File: src/rtl/uart_tx_arbiter_if.sv
// Bundle of the two requester byte streams plus the transmitter-side and status
// signals of uart_tx_arbiter; slave is the arbiter side, master the environment.
interface uart_tx_arbiter_if;
    logic       req0_valid;
    logic [7:0] req0_data;
    logic       req0_ready;
    logic       req1_valid;
    logic [7:0] req1_data;
    logic       req1_ready;
    logic [7:0] tx_data;
    logic       tx_latch;
    logic       tx_busy;
    logic       lock;
    logic       owner;
    logic       busy;
    logic       err;

    modport slave (
        input  req0_valid, req0_data, req1_valid, req1_data, tx_busy,
        output req0_ready, req1_ready, tx_data, tx_latch, lock, owner, busy, err
    );

    modport master (
        output req0_valid, req0_data, req1_valid, req1_data, tx_busy,
        input  req0_ready, req1_ready, tx_data, tx_latch, lock, owner, busy, err
    );
endinterface

File: src/rtl/uart_tx_arbiter.sv
// Two-requester byte arbiter feeding a single UART transmitter, with round-robin
// grant, optional per-message locking and a watchdog on the transmitter busy flag.
module uart_tx_arbiter #(
    parameter logic [7:0]  EOM_BYTE     = 8'h0A,
    parameter bit          LOCK_EN      = 1'b1,
    parameter logic [15:0] LOCK_TIMEOUT = 16'd2000
) (
    input logic              clk,
    input logic              rst,
    uart_tx_arbiter_if.slave bus
);

    localparam logic [1:0] IDLE      = 2'd0;
    localparam logic [1:0] LATCH     = 2'd1;
    localparam logic [1:0] WAIT_BUSY = 2'd2;
    localparam logic [1:0] WAIT_DONE = 2'd3;
    localparam logic [1:0] WB_LAST   = 2'd3;

    logic [1:0]  state_q, state_d;
    logic [7:0]  tx_data_q, tx_data_d;
    logic        tx_latch_q, tx_latch_d;
    logic        lock_q, lock_d;
    logic        owner_q, owner_d;
    logic        err_q, err_d;
    logic [1:0]  wb_cnt_q, wb_cnt_d;
    logic [15:0] to_cnt_q, to_cnt_d;

    logic       elig0_s, elig1_s, grant0_s, grant1_s;
    logic       accept_ok_s, ready0_s, ready1_s, xfer_s, owner_valid_s;
    logic [7:0] xfer_data_s;

    // Eligibility and round-robin grant; ready is suppressed while rst is high
    always_comb begin
        elig0_s       = bus.req0_valid & (~lock_q | ~owner_q);
        elig1_s       = bus.req1_valid & (~lock_q | owner_q);
        grant1_s      = elig1_s & (~elig0_s | ~owner_q);
        grant0_s      = elig0_s & ~grant1_s;
        accept_ok_s   = (state_q == IDLE) & ~bus.tx_busy & ~rst;
        ready0_s      = accept_ok_s & grant0_s;
        ready1_s      = accept_ok_s & grant1_s;
        xfer_s        = ready0_s | ready1_s;
        xfer_data_s   = grant1_s ? bus.req1_data : bus.req0_data;
        owner_valid_s = owner_q ? bus.req1_valid : bus.req0_valid;
    end

    // Transfer FSM: accept, strobe the transmitter, then track its busy flag
    always_comb begin
        state_d    = state_q;
        tx_data_d  = tx_data_q;
        tx_latch_d = 1'b0;
        owner_d    = owner_q;
        err_d      = err_q;
        wb_cnt_d   = wb_cnt_q;
        case (state_q)
            IDLE: begin
                if (xfer_s) begin
                    state_d    = LATCH;
                    tx_data_d  = xfer_data_s;
                    tx_latch_d = 1'b1;
                    owner_d    = grant1_s;
                end else begin
                    state_d = IDLE;
                end
            end
            LATCH: begin
                state_d  = WAIT_BUSY;
                wb_cnt_d = 2'd0;
            end
            WAIT_BUSY: begin
                if (bus.tx_busy) begin
                    state_d = WAIT_DONE;
                end else if (wb_cnt_q == WB_LAST) begin
                    err_d   = 1'b1;
                    state_d = IDLE;
                end else begin
                    wb_cnt_d = wb_cnt_q + 2'd1;
                end
            end
            WAIT_DONE: begin
                if (!bus.tx_busy) begin
                    state_d = IDLE;
                end else begin
                    state_d = WAIT_DONE;
                end
            end
            default: begin
                state_d = IDLE;
            end
        endcase
    end

    // Message lock: set by a non-EOM byte, cleared by EOM or by an idle owner timing out
    always_comb begin
        lock_d   = lock_q;
        to_cnt_d = to_cnt_q;
        if (xfer_s) begin
            lock_d   = LOCK_EN ? (xfer_data_s != EOM_BYTE) : 1'b0;
            to_cnt_d = 16'd0;
        end else if (!lock_q) begin
            to_cnt_d = 16'd0;
        end else if ((state_q == IDLE) && !owner_valid_s) begin
            if (to_cnt_q >= (LOCK_TIMEOUT - 16'd1)) begin
                lock_d   = 1'b0;
                to_cnt_d = 16'd0;
            end else begin
                to_cnt_d = to_cnt_q + 16'd1;
            end
        end else begin
            to_cnt_d = to_cnt_q;
        end
    end

    // State registers; owner resets to 1 so the first contended grant goes to requester 0
    always_ff @(posedge clk or posedge rst) begin
        if (rst) begin
            state_q    <= IDLE;
            tx_data_q  <= 8'h00;
            tx_latch_q <= 1'b0;
            lock_q     <= 1'b0;
            owner_q    <= 1'b1;
            err_q      <= 1'b0;
            wb_cnt_q   <= 2'd0;
            to_cnt_q   <= 16'd0;
        end else begin
            state_q    <= state_d;
            tx_data_q  <= tx_data_d;
            tx_latch_q <= tx_latch_d;
            lock_q     <= lock_d;
            owner_q    <= owner_d;
            err_q      <= err_d;
            wb_cnt_q   <= wb_cnt_d;
            to_cnt_q   <= to_cnt_d;
        end
    end

    assign bus.req0_ready = ready0_s;
    assign bus.req1_ready = ready1_s;
    assign bus.tx_data    = tx_data_q;
    assign bus.tx_latch   = tx_latch_q;
    assign bus.lock       = lock_q;
    assign bus.owner      = owner_q;
    assign bus.busy       = (state_q != IDLE);
    assign bus.err        = err_q;

endmodule

File: src/flat_wrapper.sv
// flat-port wrapper written by rule: the top's interface ports become plain ports
module uart_tx_arbiter_flat 
#(
    parameter logic [7:0]  EOM_BYTE     = 8'h0A,
    parameter bit          LOCK_EN      = 1'b1,
    parameter logic [15:0] LOCK_TIMEOUT = 16'd2000
)
  (clk, rst, bus_req0_valid, bus_req0_data, bus_req1_valid, bus_req1_data, bus_tx_busy, bus_req0_ready, bus_req1_ready, bus_tx_data, bus_tx_latch, bus_lock, bus_owner, bus_busy, bus_err);
  uart_tx_arbiter_if bus_i ();
  input logic clk;
  input logic rst;
  input wire logic [$bits(bus_i.req0_valid)-1:0] bus_req0_valid;
  input wire logic [$bits(bus_i.req0_data)-1:0] bus_req0_data;
  input wire logic [$bits(bus_i.req1_valid)-1:0] bus_req1_valid;
  input wire logic [$bits(bus_i.req1_data)-1:0] bus_req1_data;
  input wire logic [$bits(bus_i.tx_busy)-1:0] bus_tx_busy;
  output wire logic [$bits(bus_i.req0_ready)-1:0] bus_req0_ready;
  output wire logic [$bits(bus_i.req1_ready)-1:0] bus_req1_ready;
  output wire logic [$bits(bus_i.tx_data)-1:0] bus_tx_data;
  output wire logic [$bits(bus_i.tx_latch)-1:0] bus_tx_latch;
  output wire logic [$bits(bus_i.lock)-1:0] bus_lock;
  output wire logic [$bits(bus_i.owner)-1:0] bus_owner;
  output wire logic [$bits(bus_i.busy)-1:0] bus_busy;
  output wire logic [$bits(bus_i.err)-1:0] bus_err;
  assign bus_i.req0_valid = bus_req0_valid;
  assign bus_i.req0_data = bus_req0_data;
  assign bus_i.req1_valid = bus_req1_valid;
  assign bus_i.req1_data = bus_req1_data;
  assign bus_i.tx_busy = bus_tx_busy;
  assign bus_req0_ready = bus_i.req0_ready;
  assign bus_req1_ready = bus_i.req1_ready;
  assign bus_tx_data = bus_i.tx_data;
  assign bus_tx_latch = bus_i.tx_latch;
  assign bus_lock = bus_i.lock;
  assign bus_owner = bus_i.owner;
  assign bus_busy = bus_i.busy;
  assign bus_err = bus_i.err;
  uart_tx_arbiter #(.EOM_BYTE(EOM_BYTE), .LOCK_EN(LOCK_EN), .LOCK_TIMEOUT(LOCK_TIMEOUT)) u_core (.clk(clk), .rst(rst), .bus(bus_i));
endmodule
File: config.mk
export PLATFORM = sky130hd
export DESIGN_NAME = uart_tx_arbiter_flat
export DESIGN_NICKNAME = d
export VERILOG_FILES = /design/src/rtl/uart_tx_arbiter_if.sv /design/src/rtl/uart_tx_arbiter.sv /design/src/flat_wrapper.sv
export SDC_FILE = /design/constraint.sdc
export NUM_CORES = 1
export LEC_CHECK = 0
export BUFFER_PORTS_ARGS = -buffer_cell sky130_fd_sc_hd__clkbuf_2
export CAP_MARGIN = 20
export CORE_ASPECT_RATIO = 0.7
export CORE_MARGIN = 2
export CORE_UTILIZATION = 55
export CTS_BUF_LIST = sky130_fd_sc_hd__clkbuf_8
export CTS_CLUSTER_SIZE = 30
export DETAILED_ROUTE_END_ITERATION = 12
export GPL_TIMING_DRIVEN = 0
export PLACE_DENSITY = 0.87
export SETUP_SLACK_MARGIN = 0.3
export SYNTH_ARGS = -nofsm -noshare
export SYNTH_HDL_FRONTEND = slang
export SYNTH_SLANG_ARGS = --single-unit
File: constraint.sdc
create_clock -name clk -period 2.33 [get_ports clk]
set_clock_uncertainty 0.05 [all_clocks]
set_input_delay 0.1165 -clock clk [delete_from_list [all_inputs] [get_ports clk]]
set_output_delay 0.1165 -clock clk [all_outputs]
set_load 0.05 [all_outputs]
Word level (Yosys, flattened, before mapping)
Index checks and enable logic that the tools add are counted.
- register bits: 32
- output and inout bits: 15
- add/sub/neg operators: 2
- magnitude comparators: 1
- eq/ne operators: 9
- muxes and demuxes: 20
- bitwise logic cells: 18
- reductions and logical operators: 8
- operators with widths (operator ; count):
    2-to-1 mux 16 bit ; 4
    adder 16 x 1 -> 16 bit, second input constant ; 1
    greater-or-equal comparator 16 x 11 -> 1 bit, second input constant ; 1
    2-to-1 mux 2 bit ; 5
    bitwise AND 1 bit ; 8
    2-to-1 mux 1 bit ; 8
    2-to-1 mux 8 bit ; 1
    inequality test 8 x 4 -> 1 bit, second input constant ; 1
    case mux 2 bit (4 select lines) ; 1
    == test 2 bit, second input constant ; 3
    inverter 1 bit ; 6
    AND reduction 3 bit ; 2
    inequality test 2 bit, second input constant ; 2
    OR 1 bit ; 4
    case mux 2 bit (2 select lines) ; 1
    nonzero test 2 bit ; 2
    inequality test 3 x 2 -> 1 bit, second input constant ; 1
    inequality test 3 bit, second input constant ; 1
    adder 2 x 1 -> 2 bit, second input constant ; 1
    == test 2 x 1 -> 1 bit, second input constant ; 1
    zero test 2 bit ; 1
    AND reduction 2 bit ; 1
    logical AND 1 bit ; 1
    zero test 1 bit ; 1

Depth between registers and ports, before layout
- depth after elaboration: 12
- mapped depth: 7
- depth with buffers taken out: 6

Worst setup path after synthesis
Ideal clock, no wire load.
- path type: reg2out
- start point: register u_core.owner_q, in the netlist u_core.bus.owner
- end point: output bus_req1_ready
- data arrival time: 1.947 ns
- required time: 2.164 ns
- slack: 0.217 ns
- cell stages (with the launch flop): 5
- path buffers: 1
- cells stage by stage: dfstp_2 > or2b_1 > nand3_1 > buf_2 > nor2_1
- longest elaborated chain between the ends: 7
- ends and longest elaborated chain (item ; line ; RTL):
    start, declared ; uart_tx_arbiter.sv:23 ; logic owner_q, owner_d;
    start signal, assigned ; uart_tx_arbiter.sv:129 ; owner_q <= owner_d;
    inverter 1 bit ; uart_tx_arbiter.sv:34, uart_tx_arbiter.sv:36 ;
    OR 1 bit ; uart_tx_arbiter.sv:34 ; elig0_s = bus.req0_valid & (~lock_q | ~owner_q);
    bitwise AND 1 bit ; uart_tx_arbiter.sv:34 ;
    inverter 1 bit ; uart_tx_arbiter.sv:36 ; grant1_s = elig1_s & (~elig0_s | ~owner_q);
    OR 1 bit ; uart_tx_arbiter.sv:36 ;
    bitwise AND 1 bit (*) ; uart_tx_arbiter.sv:36 ;
    bitwise AND 1 bit (*) ; uart_tx_arbiter.sv:40 ; ready1_s = accept_ok_s & grant1_s;
    end, declared ; flat_wrapper.sv:18 ; output wire logic [$bits(bus_i.req1_ready)-1:0] bus_req1_ready;
Mark *: on every way between the ends. The rest lies on a longest branch, timed or not.

Worst setup path after layout
- start point: register u_core.owner_q, in the netlist u_core.bus.owner
- end point: output bus_req0_ready
- longest elaborated chain between the ends: 9
- ends and longest elaborated chain (item ; line ; RTL):
    inverter 1 bit ; uart_tx_arbiter.sv:34, uart_tx_arbiter.sv:36 ;
    OR 1 bit ; uart_tx_arbiter.sv:34 ;
    bitwise AND 1 bit ; uart_tx_arbiter.sv:34 ;
    inverter 1 bit ; uart_tx_arbiter.sv:36 ;
    OR 1 bit ; uart_tx_arbiter.sv:36 ;
    bitwise AND 1 bit ; uart_tx_arbiter.sv:36 ;
    inverter 1 bit ; uart_tx_arbiter.sv:37 ; grant0_s = elig0_s & ~grant1_s;
    bitwise AND 1 bit (*) ; uart_tx_arbiter.sv:37 ;
    bitwise AND 1 bit (*) ; uart_tx_arbiter.sv:39 ; ready0_s = accept_ok_s & grant0_s;
    end, declared ; flat_wrapper.sv:17 ; output wire logic [$bits(bus_i.req0_ready)-1:0] bus_req0_ready;
Marked as above.

==> impl_metrics.py <==
metrics = {
    "sta": {
        "timing_worst_slew_pin_value_ns": 0.454,
        "slew_viol_final": 0,
        "timing.final.setup_violations": 0,
        "final_min_period_over_clock_period": 0.848,
        "holdWs_ns": 0.113,
        "fin_crit_ns": 1.98,
        "setup_tns_ns": 0,
        "final-hold-violation-count": 0,
        "rsz_0062_raised_after_global_routing": "true",
        "slew-limit-headroom": 0.695,
        "fmax_mhz": 506,
    },
    "clock_network": {
        "clock_pin_slew_of_the_registers_on_the_worst_case_setup_and_hold_paths_ns": 0.07,
        "numCtsBuffers": 5,
        "clock_tree.htree_level_count": 2,
        "postCtsSetupRepairBufs": 0,
        "cts_num_sinks": 32,
        "cts_tree": "yes",
        "clk_root_buffer_cell": "sky130_fd_sc_hd__clkbuf_8",
        "clk_latency_ns": 0.29,
        "ctsLongestPathBuffers": 2,
    },
    "worst_setup_path": {
        "worstSetupEndpointType": "output pin",
        "cp_slowest_stage_delay_ns": 0.58,
        "worst_ep_required_time_ns": 2.16,
        "worst-setup-path-type": "reg2out",
        "reg2reg_slack_ns": 0.45,
        "arrival_ns": 1.81,
        "critical_path.startpoint_type": "flip-flop",
        "timing.reg2reg.worst_path_depth": 6,
        "worstPathCellList": "or2b_1 -> nand3_2 -> buf_6 -> and4_1 -> clkbuf_4",
        "rr_startpoint": "u_core.state_q[1]$_DFFE_PP0P_",
        "slowest_stage": "sky130_fd_sc_hd__dfstp_2",
        "worst_r2r_endpoint": "u_core.to_cnt_q[5]$_DFFE_PP0P_",
        "critical_path_peak_fanout": 10,
        "timing.critical_path.max_delay_family": "flip-flops",
        "path_buf_inv": 2,
    },
    "yosys": {
        "synth_flop_cell": "sky130_fd_sc_hd__dfrtp_1",
        "yosysSeqAreaShare": 0.472,
        "count_of_flip_flops_with_a_built_in_enable_after_synthesis": 0,
        "synth_seq_cells": 32,
        "synth.yosys.warnings": 0,
        "synth_area_leader_cell": "sky130_fd_sc_hd__dfrtp_1",
        "synth-async-reset-ratio": 1.00,
        "synthesis.nets": 190,
        "synthesis.area_per_instance_um2": 10.2,
        "synthesis.instances": 167,
        "post_synth_main_area_contributors": "sky130_fd_sc_hd__dfrtp_1, sky130_fd_sc_hd__mux2i_1, sky130_fd_sc_hd__nor2_1, sky130_fd_sc_hd__nand2_1, sky130_fd_sc_hd__a21oi_1",
        "netlist_area_um2": 1700,
        "ys_types": 47,
        "yosys.area.top_type_share": 0.457,
    },
    "place": {
        "buffer_ports.inserted": 34,
        "gp_routability_congestion": 0.787,
        "placedInstanceArea_um2": 1940,
        "post-dp-hpwl_um": 3040,
    },
    "global_route": {
        "pin_count_of_the_biggest_net_entering_global_routing": 24,
        "first_global_vias": 1550,
        "antenna_violations_before_repair": 0,
        "gr-total-overflow": 0,
        "grt_first_pass_wirelength_um": 7220,
        "grt.total_usage": 0.263,
    },
    "floorplan": {
        "die_h_um": 50.5,
        "chipWidth_um": 70.4,
        "initial_core_util": 0.593,
        "fp.dieArea_um2": 3550,
        "floorplan.rows": 16,
        "design.core.area_um2": 2860,
        "top_level_ports": 36,
    },
    "layout": {
        "final_cell_mix": "sky130_fd_sc_hd__clkbuf_2, sky130_fd_sc_hd__dfrtp_1, sky130_fd_sc_hd__nor2_1",
        "final_common_cell": "sky130_fd_sc_hd__clkbuf_2",
        "multi_input_comb_area_um2": 862,
        "fill_cells": 199,
        "final_cell_area_um2": 2070,
        "insertedDiodeCount": 0,
        "finish.utilization": 0.722,
        "net_count_reported_at_finish": 233,
        "sequential_cell_area_um2": 803,
        "drive_above_1_share": 0.289,
        "area_growth_syn_to_layout_pct": 21.8,
    },
    "route": {
        "route.vias.total": 1510,
        "firstDrtPassIters": 4,
        "route.final.wire_length_um": 4230,
        "via_per_inst": 6.11,
        "drt-initial-drc-count": 90,
        "detail-route-antenna-nets": 0,
        "remaining_drc_errors": 0,
        "routedWlPerCell_um": 17.1,
    },
    "pwr": {
        "vdd_drop_max_uv": 776,
        "p_leak_nw": 1.00,
        "power_density_nw_per_um2": 1180,
        "post-layout-total-power_mw": 2.44,
    },
    "hold_path": {
        "worst_hold_path_type": "in2reg",
        "timing.hold.worst.start": "bus_req0_data[0]",
        "worst_hold_path.endpoint": "u_core.bus.tx_data[0]$_DFFE_PP0P_",
        "hold_depth": 3,
    },
    "status": {
        "status": "finished, final reports clean",
    },
    "run": {
        "max_cap_violations": 0,
    },
}
[cell usage after synthesis, drive strengths merged, types with 2 or more instances]
master and n:
buf 4, a21o 2, o211ai 2, or2 2, nor3 4, mux2i 10
inv 2, nand3 4, o21bai 3, a31oi 2, and2 4, nand2 13
o21ai 9, clkbuf 2, or3 2, nor2 26, a21oi 9, dfrtp 31
and4 3, a22o 3, a221o 4, nor2b 5, ha 2, nor4b 4
[through the flow]
step	std cells	setup WS (ns)
floorplan	167	0.382
global placement	237	0.452
detailed placement	238	0.432
CTS	247	0.338
global route	247	0.286
finish	247	0.353
[routing by layer]
layer  global-route usage  vias up  wire [um]
li1                     -      698          -
met1                0.318      756       1820
met2                0.448       46       2110
met3               0.0863       10        241
met4               0.0865        0         57
met5                    0        -          0
[worst max-delay path by stage]
stage / from / cells after the start / slack (ns) / end
6_report: u_core.bus.owner$_DFFE_PP1P_ / 5 / 0.35 / bus_req0_ready
5_1_grt: u_core.bus.owner$_DFFE_PP1P_ / 5 / 0.29 / bus_req0_ready
4_1_cts: u_core.bus.owner$_DFFE_PP1P_ / 5 / 0.34 / bus_req0_ready
3_5_place_dp: u_core.state_q[1]$_DFFE_PP0P_ / 6 / 0.43 / u_core.to_cnt_q[3]$_DFFE_PP0P_
3_3_place_gp: u_core.state_q[1]$_DFFE_PP0P_ / 6 / 0.45 / u_core.to_cnt_q[3]$_DFFE_PP0P_
2_1_floorplan: u_core.bus.lock$_DFF_PP0_ / 4 / 0.38 / bus_req0_ready
[state kept, by name, indices dropped and copies added (netlist names)]
signal and count:
u_core.bus.tx_data 8, u_core.bus.err 1, u_core.bus.owner 1, u_core.wb_cnt_q 2, u_core.to_cnt_q 16, u_core.bus.tx_latch 1, u_core.bus.lock 1, u_core.state_q 2
[repair_timing]
action | CTS | global route
endpoints found under the hold margin | 9 | 0
pin swaps | 0 | 1
cloned | 0 | 0
resized for setup | 3 | 1
setup endpoints to repair | 2 | 4
hold buffers | 1 | 0
[cell families after synthesis]
| family | share of synthesized area |
|---|---|
| AOI/OAI and AO/OA | 0.176 |
| adders and majority gates | 0.0147 |
| buffers and inverters | 0.0243 |
| DFF | 0.472 |
| muxes | 0.0656 |
| and+or+nand+nor | 0.247 |
[worst reg2reg max path: stages, from the launching register on]
cell and delay [ns]:
sky130_fd_sc_hd__dfrtp_1 0.37, sky130_fd_sc_hd__buf_6 0.14, sky130_fd_sc_hd__nor4_4 0.31, sky130_fd_sc_hd__o21ai_2 0.14, sky130_fd_sc_hd__o211ai_4 0.35, sky130_fd_sc_hd__nor2_4 0.11, sky130_fd_sc_hd__a221o_1 0.31
[layout make-up]
| cell class | instances | share of cell area |
|---|---|---|
| repair buffers | 36 | 0.102 |
| inverters | 2 | 0.00363 |
| clock buffers | 7 | 0.0466 |
| clock inverters | 1 | 0.00181 |
| multi-input cells | 127 | 0.417 |
| well taps | 36 | 0.0218 |
| plain buffers | 6 | 0.0194 |
| flip-flops and latches | 32 | 0.388 |
[power by group]
group | internal (mW) | leakage (nW) | total (mW) | switching [mW]
Combinational | 0.354 | 0.565 | 1.10 | 0.742
Sequential | 0.724 | 0.379 | 0.872 | 0.148
Clock | 0.265 | 0.0557 | 0.469 | 0.204
Total | 1.34 | 1.00 | 2.44 | 1.09
(Power assumes the default switching activity.)
